<file path="config.mk">
export PLATFORM = sky130hd
export DESIGN_NAME = mc14516b_timer_ctrl
export DESIGN_NICKNAME = d
export VERILOG_FILES = /design/src/rtl/mc14516b_ctrl_pkg.sv /design/src/rtl/MC14516B.sv /design/src/rtl/mc14516b_timer_ctrl.sv
export SDC_FILE = /design/constraint.sdc
export NUM_CORES = 1
export LEC_CHECK = 0
export BUFFER_PORTS_ARGS = -buffer_cell sky130_fd_sc_hd__buf_2
export CORE_MARGIN = 1
export CORE_UTILIZATION = 35
export CTS_BUF_LIST = sky130_fd_sc_hd__clkbuf_16
export CTS_CLUSTER_DIAMETER = 80
export DETAILED_ROUTE_END_ITERATION = 7
export GPL_TIMING_DRIVEN = 0
export HOLD_SLACK_MARGIN = 0.08
export SLEW_MARGIN = 20
export SYNTH_ARGS = -nofsm -noshare
export SYNTH_HDL_FRONTEND = slang
export SYNTH_SLANG_ARGS = --single-unit
</file>
<file path="constraint.sdc">
create_clock -name clock -period 2.26 [get_ports clock]
set_input_delay 0.452 -clock clock [delete_from_list [all_inputs] [get_ports clock]]
set_output_delay 0.452 -clock clock [all_outputs]
set_load 0.005 [all_outputs]
</file>
<file path="src/rtl/mc14516b_ctrl_pkg.sv">
// rtl/mc14516b_ctrl_pkg.sv - shared types and helpers for the MC14516B interval timer
//   state_t  : controller sequencing states
//   terminal : terminal count for a given counter width and direction
package mc14516b_ctrl_pkg;

  typedef enum logic [1:0] {
    IDLE = 2'd0,
    LOAD = 2'd1,
    RUN  = 2'd2,
    DONE = 2'd3
  } state_t;

  // Terminal count: all-ones when counting up, zero when counting down.
  function automatic logic [31:0] terminal(input int size, input logic up);
    logic [31:0] all_ones;
    all_ones = (32'd1 << size) - 32'd1;
    return up ? all_ones : 32'd0;
  endfunction

endpackage

</file>
<file path="src/rtl/MC14516B.sv">
// rtl/MC14516B.sv - behavioural MC14516B presettable up/down binary counter
//   clock         in   rising-edge count clock
//   reset         in   asynchronous active-high clear
//   preset_enable in   1 = load preset on the next clock
//   up_down       in   1 = count up, 0 = count down
//   carry_in      in   active-low count enable
//   preset        in   preset value
//   q             out  counter value
//   carry_out     out  active-low terminal-count decode
module MC14516B
  import mc14516b_ctrl_pkg::*;
#(
  parameter int SIZE = 4
) (
  input  logic            clock,
  input  logic            reset,
  input  logic            preset_enable,
  input  logic            up_down,
  input  logic            carry_in,
  input  logic [SIZE-1:0] preset,
  output logic [SIZE-1:0] q,
  output logic            carry_out
);

  logic [SIZE-1:0] w_term;

  assign w_term = SIZE'(terminal(SIZE, up_down));

  always_ff @(posedge clock or posedge reset) begin
    if (reset) begin
      q <= '0;
    end else if (preset_enable) begin
      q <= preset;
    end else if (!carry_in) begin
      q <= up_down ? q + 1'b1 : q - 1'b1;
    end
  end

  // Pure terminal decode; the controller qualifies it with its own run enable.
  assign carry_out = (q != w_term);

endmodule

</file>
<file path="src/rtl/mc14516b_timer_ctrl.sv">
// rtl/mc14516b_timer_ctrl.sv - programmable interval timer sequencing one MC14516B
//   clock       in   system clock, rising edge
//   reset_n     in   asynchronous active-low reset
//   start       in   1-cycle run request (latches load_value/count_up/periodic)
//   stop        in   abort current run, back to IDLE
//   hold        in   level, freezes counting in RUN
//   periodic    in   1 = reload at terminal, 0 = one-shot
//   count_up    in   1 = count to all-ones, 0 = count to zero
//   load_value  in   preset value
//   busy        out  high in LOAD and RUN
//   done        out  high in DONE
//   expired     out  registered 1-cycle pulse per terminal count
//   count       out  live counter value
module mc14516b_timer_ctrl
  import mc14516b_ctrl_pkg::*;
#(
  parameter int SIZE = 4
) (
  input  logic            clock,
  input  logic            reset_n,
  input  logic            start,
  input  logic            stop,
  input  logic            hold,
  input  logic            periodic,
  input  logic            count_up,
  input  logic [SIZE-1:0] load_value,
  output logic            busy,
  output logic            done,
  output logic            expired,
  output logic [SIZE-1:0] count
);

  state_t          r_state;
  state_t          w_next;
  logic [SIZE-1:0] r_load;
  logic            r_up;
  logic            r_periodic;
  logic            r_expired;

  logic [SIZE-1:0] w_term;
  logic            w_at_term;
  logic            w_run_en;
  logic            w_start_ok;
  logic            w_preset_en;
  logic            w_carry_in;
  logic            w_carry_out;
  logic            w_tc_n;
  logic            w_counter_reset;

  assign w_term     = SIZE'(terminal(SIZE, r_up));
  // Terminal is decoded from the count itself; carry_out would loop back through carry_in.
  assign w_at_term  = (count == w_term);
  assign w_run_en   = (r_state == RUN) && !hold;
  assign w_start_ok = start && !stop && ((r_state == IDLE) || (r_state == DONE));

  // Active-low terminal-reached indication, low only while enabled at terminal.
  assign w_tc_n = w_carry_out | !w_run_en;

  assign w_counter_reset = !reset_n;

  // State register
  always_ff @(posedge clock or negedge reset_n) begin
    if (!reset_n) begin
      r_state <= IDLE;
    end else begin
      r_state <= w_next;
    end
  end

  // Next-state logic: stop beats terminal beats start
  always_comb begin
    w_next = r_state;
    case (r_state)
      IDLE: begin
        if (w_start_ok) w_next = LOAD;
      end
      LOAD: begin
        w_next = stop ? IDLE : RUN;
      end
      RUN: begin
        if (stop) begin
          w_next = IDLE;
        end else if (w_run_en && w_at_term) begin
          w_next = r_periodic ? LOAD : DONE;
        end
      end
      DONE: begin
        if (stop) begin
          w_next = IDLE;
        end else if (start) begin
          w_next = LOAD;
        end
      end
      default: w_next = IDLE;
    endcase
  end

  // Output / counter-drive logic
  always_comb begin
    busy        = (r_state == LOAD) || (r_state == RUN);
    done        = (r_state == DONE);
    w_preset_en = (r_state == LOAD);
    // Enable drops in the terminal cycle so the counter never wraps.
    w_carry_in  = !(w_run_en && !w_at_term);
  end

  // Run parameters are captured only on an accepted start.
  always_ff @(posedge clock or negedge reset_n) begin
    if (!reset_n) begin
      r_load     <= '0;
      r_up       <= 1'b0;
      r_periodic <= 1'b0;
    end else if (w_start_ok) begin
      r_load     <= load_value;
      r_up       <= count_up;
      r_periodic <= periodic;
    end
  end

  always_ff @(posedge clock or negedge reset_n) begin
    if (!reset_n) begin
      r_expired <= 1'b0;
    end else begin
      r_expired <= w_run_en && w_at_term && !stop;
    end
  end

  assign expired = r_expired;

  always @(posedge clock) begin
    if (reset_n) begin
      assert (w_tc_n == !(w_run_en && w_at_term));
    end
  end

  MC14516B #(
    .SIZE(SIZE)
  ) u_counter (
    .clock        (clock),
    .reset        (w_counter_reset),
    .preset_enable(w_preset_en),
    .up_down      (r_up),
    .carry_in     (w_carry_in),
    .preset       (r_load),
    .q            (count),
    .carry_out    (w_carry_out)
  );

endmodule
</file>
==> results of run 1 <==
[final timing paths]
check	start	end	slack, ns	cells past startpoint
max	r_state[0]$_DFFE_PN0P_	r_state[0]$_DFFE_PN0P_	0.16	6
min	reset_n	r_load[2]$_DFFE_PN0P_	0.09	1
max reg2reg	r_state[0]$_DFFE_PN0P_	r_state[0]$_DFFE_PN0P_	0.16	6
min reg2reg	r_load[2]$_DFFE_PN0P_	r_load[2]$_DFFE_PN0P_	0.51	1
max in group asynchronous	reset_n	expired$_DFF_PN0_	1.95	1
min in group clock	load_value[2]	r_load[2]$_DFFE_PN0P_	0.44	2
[critical path, cell delays in order, from the launching register on]
cell and delay (ns):
dfrtp_1 0.41, inv_1 0.12, ha_1 0.36, nor3b_4 0.39, o22ai_1 0.18, a2111oi_0 0.42
a211oi_1 0.08
[layout make-up]
cell class | instances | area, um2 | share of cell area [%]
Sequential cell | 13 | 325.3 | 31.29
Multi-Input combinational cell | 60 | 474.2 | 45.61
Clock inverter | 1 | 3.754 | 0.3610
Tap cell | 28 | 35.03 | 3.369
Buffer | 1 | 3.754 | 0.3610
Clock buffer | 3 | 75.07 | 7.220
Timing Repair Buffer | 17 | 85.08 | 8.183
Inverter | 10 | 37.54 | 3.610
[kinds of logic (layout without fill, tap and decap cells)]
group | Yosys count | in the layout
and+or+nand+nor | 25 | 25
AOI/OAI and AO/OA | 21 | 21
DFF | 13 | 13
buffers and inverters | 11 | 32
adders and majority gates | 8 | 8
muxes | 5 | 5
xor gates and xnor gates | 1 | 1
[through the flow]
step / cell area [um2] / setup WS [ns]
after floorplan: 834.6 / 0.3126
after global placement: 954.7 / 0.02949
after detailed placement: 954.7 / -0.005512
after CTS: 1040 / 0.1181
after global routing: 1040 / 0.005734
final: 1040 / 0.1560
[routing by layer]
metal,vias up,track usage (%)
met2,11,22.44
met3,4,3.274
met1,317,20.86
met4,0,10.19
li1,352,-
met5,-,0
[flip-flops by register name, summed over array words and instances (netlist names)]
name         cells
r_load           4
u_counter.q      4
r_up             1
r_periodic       1
expired          1
r_state          2
[report_power, final]
| part | internal, mW | total (mW) | switching [mW] |
|---|---|---|---|
| Sequential | 0.345 | 0.446 | 0.101 |
| Clock | 0.233 | 0.325 | 0.0927 |
| Combinational | 0.348 | 0.728 | 0.380 |
| Total | 0.926 | 1.50 | 0.574 |
[cells in the final DEF, fill, tap and decap left out, types with 2 or more instances in the layout]
cell type,count
nor2_1,2
buf_2,17
or4_1,3
inv_1,11
a211oi_1,2
o21ai_0,4
o211ai_1,2
nand2b_1,3
clkbuf_16,3
ha_1,7
or3_1,2
nand2_1,8
mux2_2,5
a211o_1,2
dfrtp_1,13
o311ai_0,2
a21oi_1,3
==> metrics.yaml, run 1 <==
seq_area_frac_synth_pct: 38.98
die_h_um: 50.83
setup_tns_ns: 0
finalSetupViolCount: 0
drtIter0Drc: 5
highest_layer: "met4"
post-route-util_pct: 46.55
hp-class: "input pin to asynchronous set/reset pin"
cts.sink_count: 13
ios: 18
finalPower_mw: 1.499
max-cap-violations: 0
endpoint_kind: "register"
muxShareOfSynthArea_pct: 6.747
fmax_mhz: 475.3
synth_fa_ha_area_share_pct: 12.89
clk_pin_slew_worst_paths_ns: 0.04
clock_skew_ns: 0.002226
cellPowerDensity_nw_per_um2: 1442
rsz0062_at_grt: "false"
gp_congestion: 0.7846
wl_per_cell_um: 12.23
synth_seq_cells: 13
die-area_um2: 2584
hold_ws_ns: 0.08625
grt_pass1_vias: 665
cp.arrival_ns: 2.21
synth-xor-area-share_pct: 1.049
antenna_cells: 0
synth_compound_gate_area_share_pct: 18.29
synth_top_family_by_area: "compound AO/OA/AOI/OAI gates"
met1Wirelength_um: 837
drive_above_1_share_pct: 27.62
crit_type: "register to register"
cts_buffers: 3
ys_async_sr_fraction_pct: 100.0
ys.flop_type: "dfrtp_1"
finalNetCount: 125
synth_top_area_share_pct: 38.98
critPathLaunchType: "register"
cts_tree: "yes"
die_x_um: 50.83
dr.pass1.iters: 2
drt_wl_total_um: 1626
start_util_pct: 37.37
finalCritPeriodShare_pct: 93.10
slew_violations: 0
area_delta_synth_final_pct: 24.59
synth_area_leaders: "dfrtp_1 39%, ha_1 10%, mux2_2 6.7%, inv_1 4.5%, nand2_1 3.6%"
synth-edff-count: 0
syn_nets: 103
syn_inst: 84
synth-simple-area-share_pct: 17.09
hpwl_um: 1231
period_needed_ns: 2.104
vias: 684
ctsHtreeMaxLevel: 1
ir_drop_mv: 0.6531
port_buffers: 17
final_hold_viol_count: 0
clock_latency_ns: 0.24
cts_hold_buf: 0
yosysTopAreaCell: "dfrtp_1"
antenna_found_initial: 0
drc: 0
cp_max_fo: 8
grt_util_all_layers_pct: 15.55
clockBufferDepth: 2
ant_nets: 0
coreArea_um2: 2233
status: "completed"
grt-ovfl-total: 0
grt_max_degree: 14
synthDistinctLibCells: 31
synthTopCellsByCount: "13 x dfrtp_1, 10 x inv_1, 8 x nand2_1"
yosysMostFrequentCell: "dfrtp_1"
grt_pass1_wl_um: 2918
cts_resized: 1
p_leak_nw: 0.4907
nFillCells: 212
dpl.cell_count: 129
stdcell_count: 133
met2WireLength_um: 716
relSlewSlack_pct: 74.16
avgSynthCellArea_um2: 9.935
mappedNetlistArea_um2: 834.6
worstPathRequired_ns: 2.36
viasPerCell: 5.143
post-cts-setup-buffers: 0
wl_met3_um: 30
worstMarginPinSlew_ns: 0.3779
yosys_warnings: 0
rows: 17
cts-root-buf: "clkbuf_16"
Power figures use the tool's default switching activity.
==> run 2, diff against run 1 <==
SYNTH_HIERARCHICAL = 1   (was default)
==> run 2 against run 1 <==
Against the previous run:
- setup slack lost 0.013 ns
- power grew 9.0%
- synthesized cell count grew 3.6%
- utilization shrank 0.94 points
- flip-flop and latch count is the same
- largest power group unchanged
- highest routed layer unchanged
==> metrics.yaml, run 2 <==
hold_ws_ns: 0.4232  # +0.3370 ns
drive_above_1_share_pct: 30.28  # +2.7 points
clockBufferDepth: 2  # unchanged
hpwl_um: 1392  # +13%
grt_util_all_layers_pct: 14.68  # -0.86 points
gp_congestion: 0.7593  # -3.2%
grt-ovfl-total: 0  # unchanged
yosys_warnings: 6  # +6
ios: 18  # unchanged
ant_nets: 0  # unchanged
stdcell_count: 139  # +4.5%
cts-root-buf: "clkbuf_16"
finalCritPeriodShare_pct: 93.69  # +0.59 points
final_cell_mix: "17 x buf_2, 13 x dfrtp_1, 9 x inv_1"
ir_drop_mv: 0.8278  # +27%
worstMarginPinSlew_ns: 0.4276  # +0.04975 ns
relSlewSlack_pct: 71.46  # -2.7 points
final_hold_viol_count: 0  # unchanged
rsz0062_at_grt: "false"
critPathLaunchType: "register"
cp_cell_sequence: "inv_1 -> ha_1 -> nand3b_1 -> clkbuf_1 -> or4_1 -> a221o_1 -> nand4_1"
antenna_cells: 0  # unchanged
drc: 0  # unchanged
antenna_found_initial: 0  # unchanged
clock_skew_ns: 0.0004917  # -0.001735 ns
post-cts-setup-buffers: 0  # unchanged
finalSetupViolCount: 0  # unchanged
grt_pass1_wl_um: 2939  # +0.72%
syn_nets: 105  # +1.9%
clock_latency_ns: 0.24  # about the same
cts.sink_count: 13  # unchanged
vias: 733  # +7.2%
worstPathRequired_ns: 2.43  # +0.07 ns
nFillCells: 252  # +19%
status: "completed"
crit_slowest_cell: "dfrtp_1"
dpl.cell_count: 134  # +3.9%
cp_max_fo: 7  # -1
hp-class: "input pin to register"
area_delta_synth_final_pct: 23.28
endpoint_kind: "register"
cp.arrival_ns: 2.29  # +0.08 ns
grt_pass1_vias: 666  # +0.15%
use_met3_pct: 2.586  # -0.69 points
max-cap-violations: 0  # unchanged
biggestRegsByFlops: "r_load x4, u_counter/q x4, r_state x2"
syn_inst: 87  # +3.6%
use_met1_pct: 19.89  # -0.97 points
grt_busiest_layer: "met2"
multiInputGateArea_um2: 545.5  # +15%
viasPerCell: 5.273  # +2.5%
cts_tree: "yes"
grt_max_degree: 11  # -3
slew_violations: 0  # unchanged
regArea_um2: 325.3  # unchanged
drt_wl_total_um: 1769  # +8.8%
die_x_um: 52.95  # +4.2%
clk_pin_slew_worst_paths_ns: 0.04  # about the same
cellPowerDensity_nw_per_um2: 1459  # +1.2%
die-area_um2: 2803  # +8.5%
layout_commonest_cell: "buf_2"
coreArea_um2: 2455  # +9.9%
critPathMaxStageDelay_ns: 0.44  # +0.02 ns
finalNetCount: 128  # +2.4%
start_util_pct: 37.00  # -0.36 points
met2_usage_pct: 21.31  # -1.1 points
die_h_um: 52.95  # +4.2%
rows: 18  # +1
cts_buffers: 3  # unchanged
p_leak_nw: 0.5198  # +5.9%
port_buffers: 17  # unchanged
dr.pass1.iters: 4  # +2
crit_type: "register to register"
wl_per_cell_um: 12.73  # +4.1%
drtIter0Drc: 3  # -2
fmax_mhz: 472.3  # -0.63%
avgSynthCellArea_um2: 10.44  # +5.1%
mappedNetlistArea_um2: 908.4  # +8.8%
period_needed_ns: 2.117  # +0.01343 ns
setup_tns_ns: 0  # unchanged
ctsHtreeMaxLevel: 1  # unchanged
-- run 2: worst paths after layout --
kind	startpoint	endpoint	slack, ns	cells past startpoint
max reg2reg	r_state[0]$_DFFE_PN0P_	u_counter/q[3]$_DFFE_PP0P_	0.14	7
min in group asynchronous	reset_n	r_periodic$_DFFE_PN0P_	0.60	2
min	hold	expired$_DFF_PN0_	0.42	2
max	r_state[0]$_DFFE_PN0P_	u_counter/q[3]$_DFFE_PP0P_	0.14	7
max in group asynchronous	reset_n	u_counter/q[2]$_DFFE_PP0P_	1.30	4
min reg2reg	r_load[2]$_DFFE_PN0P_	u_counter/q[2]$_DFFE_PP0P_	0.48	2
-- run 2: final cells by class --
type / count / area share (%)
multi-input cells: 64 / 48.72
well taps: 30 / 3.352
inverters: 8 / 2.682
clock buffers: 3 / 6.704
clock inverters: 1 / 0.3352
repair buffers: 18 / 8.492
flip-flops and latches: 13 / 29.05
plain buffers: 2 / 0.6704
-- run 2: stage by stage --
step                area (um2)  total power [mW]  util, %  setup WS (ns)
floorplan                908.4             1.094        -         0.3650
global placement          1031             1.288    42.00         0.1769
detailed placement        1031             1.316    42.00         0.1549
CTS                       1120             1.650    45.62         0.1401
global route              1120             1.774    45.62        0.02415
finish                    1120             1.634    45.62         0.1426
-- run 2: worst max-delay path: cells and delay by family (launching register included) --
kind	cells	cell delay, ns
and+or+nand+nor	3	0.62
DFF	1	0.44
adders and majority gates	1	0.28
AOI/OAI and AO/OA	1	0.31
buffers and inverters	2	0.39
-- run 2: what timing repair did --
action,4_1_cts,5_1_grt
hold buffers,1,0
endpoints found under the hold margin,9,0
gates resized for setup,0,0
endpoints found under the setup margin,0,0
-- run 2: power breakdown --
group | leakage [nW] | total (mW) | internal, mW | switching [mW]
sequential | 0.158 | 0.509 | 0.347 | 0.161
combinational | 0.319 | 0.804 | 0.405 | 0.399
clock | 0.0423 | 0.322 | 0.232 | 0.0893
-- run 2: per-layer routing --
metal	part of all wire (%)	wire length [um]
met1	49	875
met3	2.3	41
met5	0	0
met2	46	811
met4	2.3	40
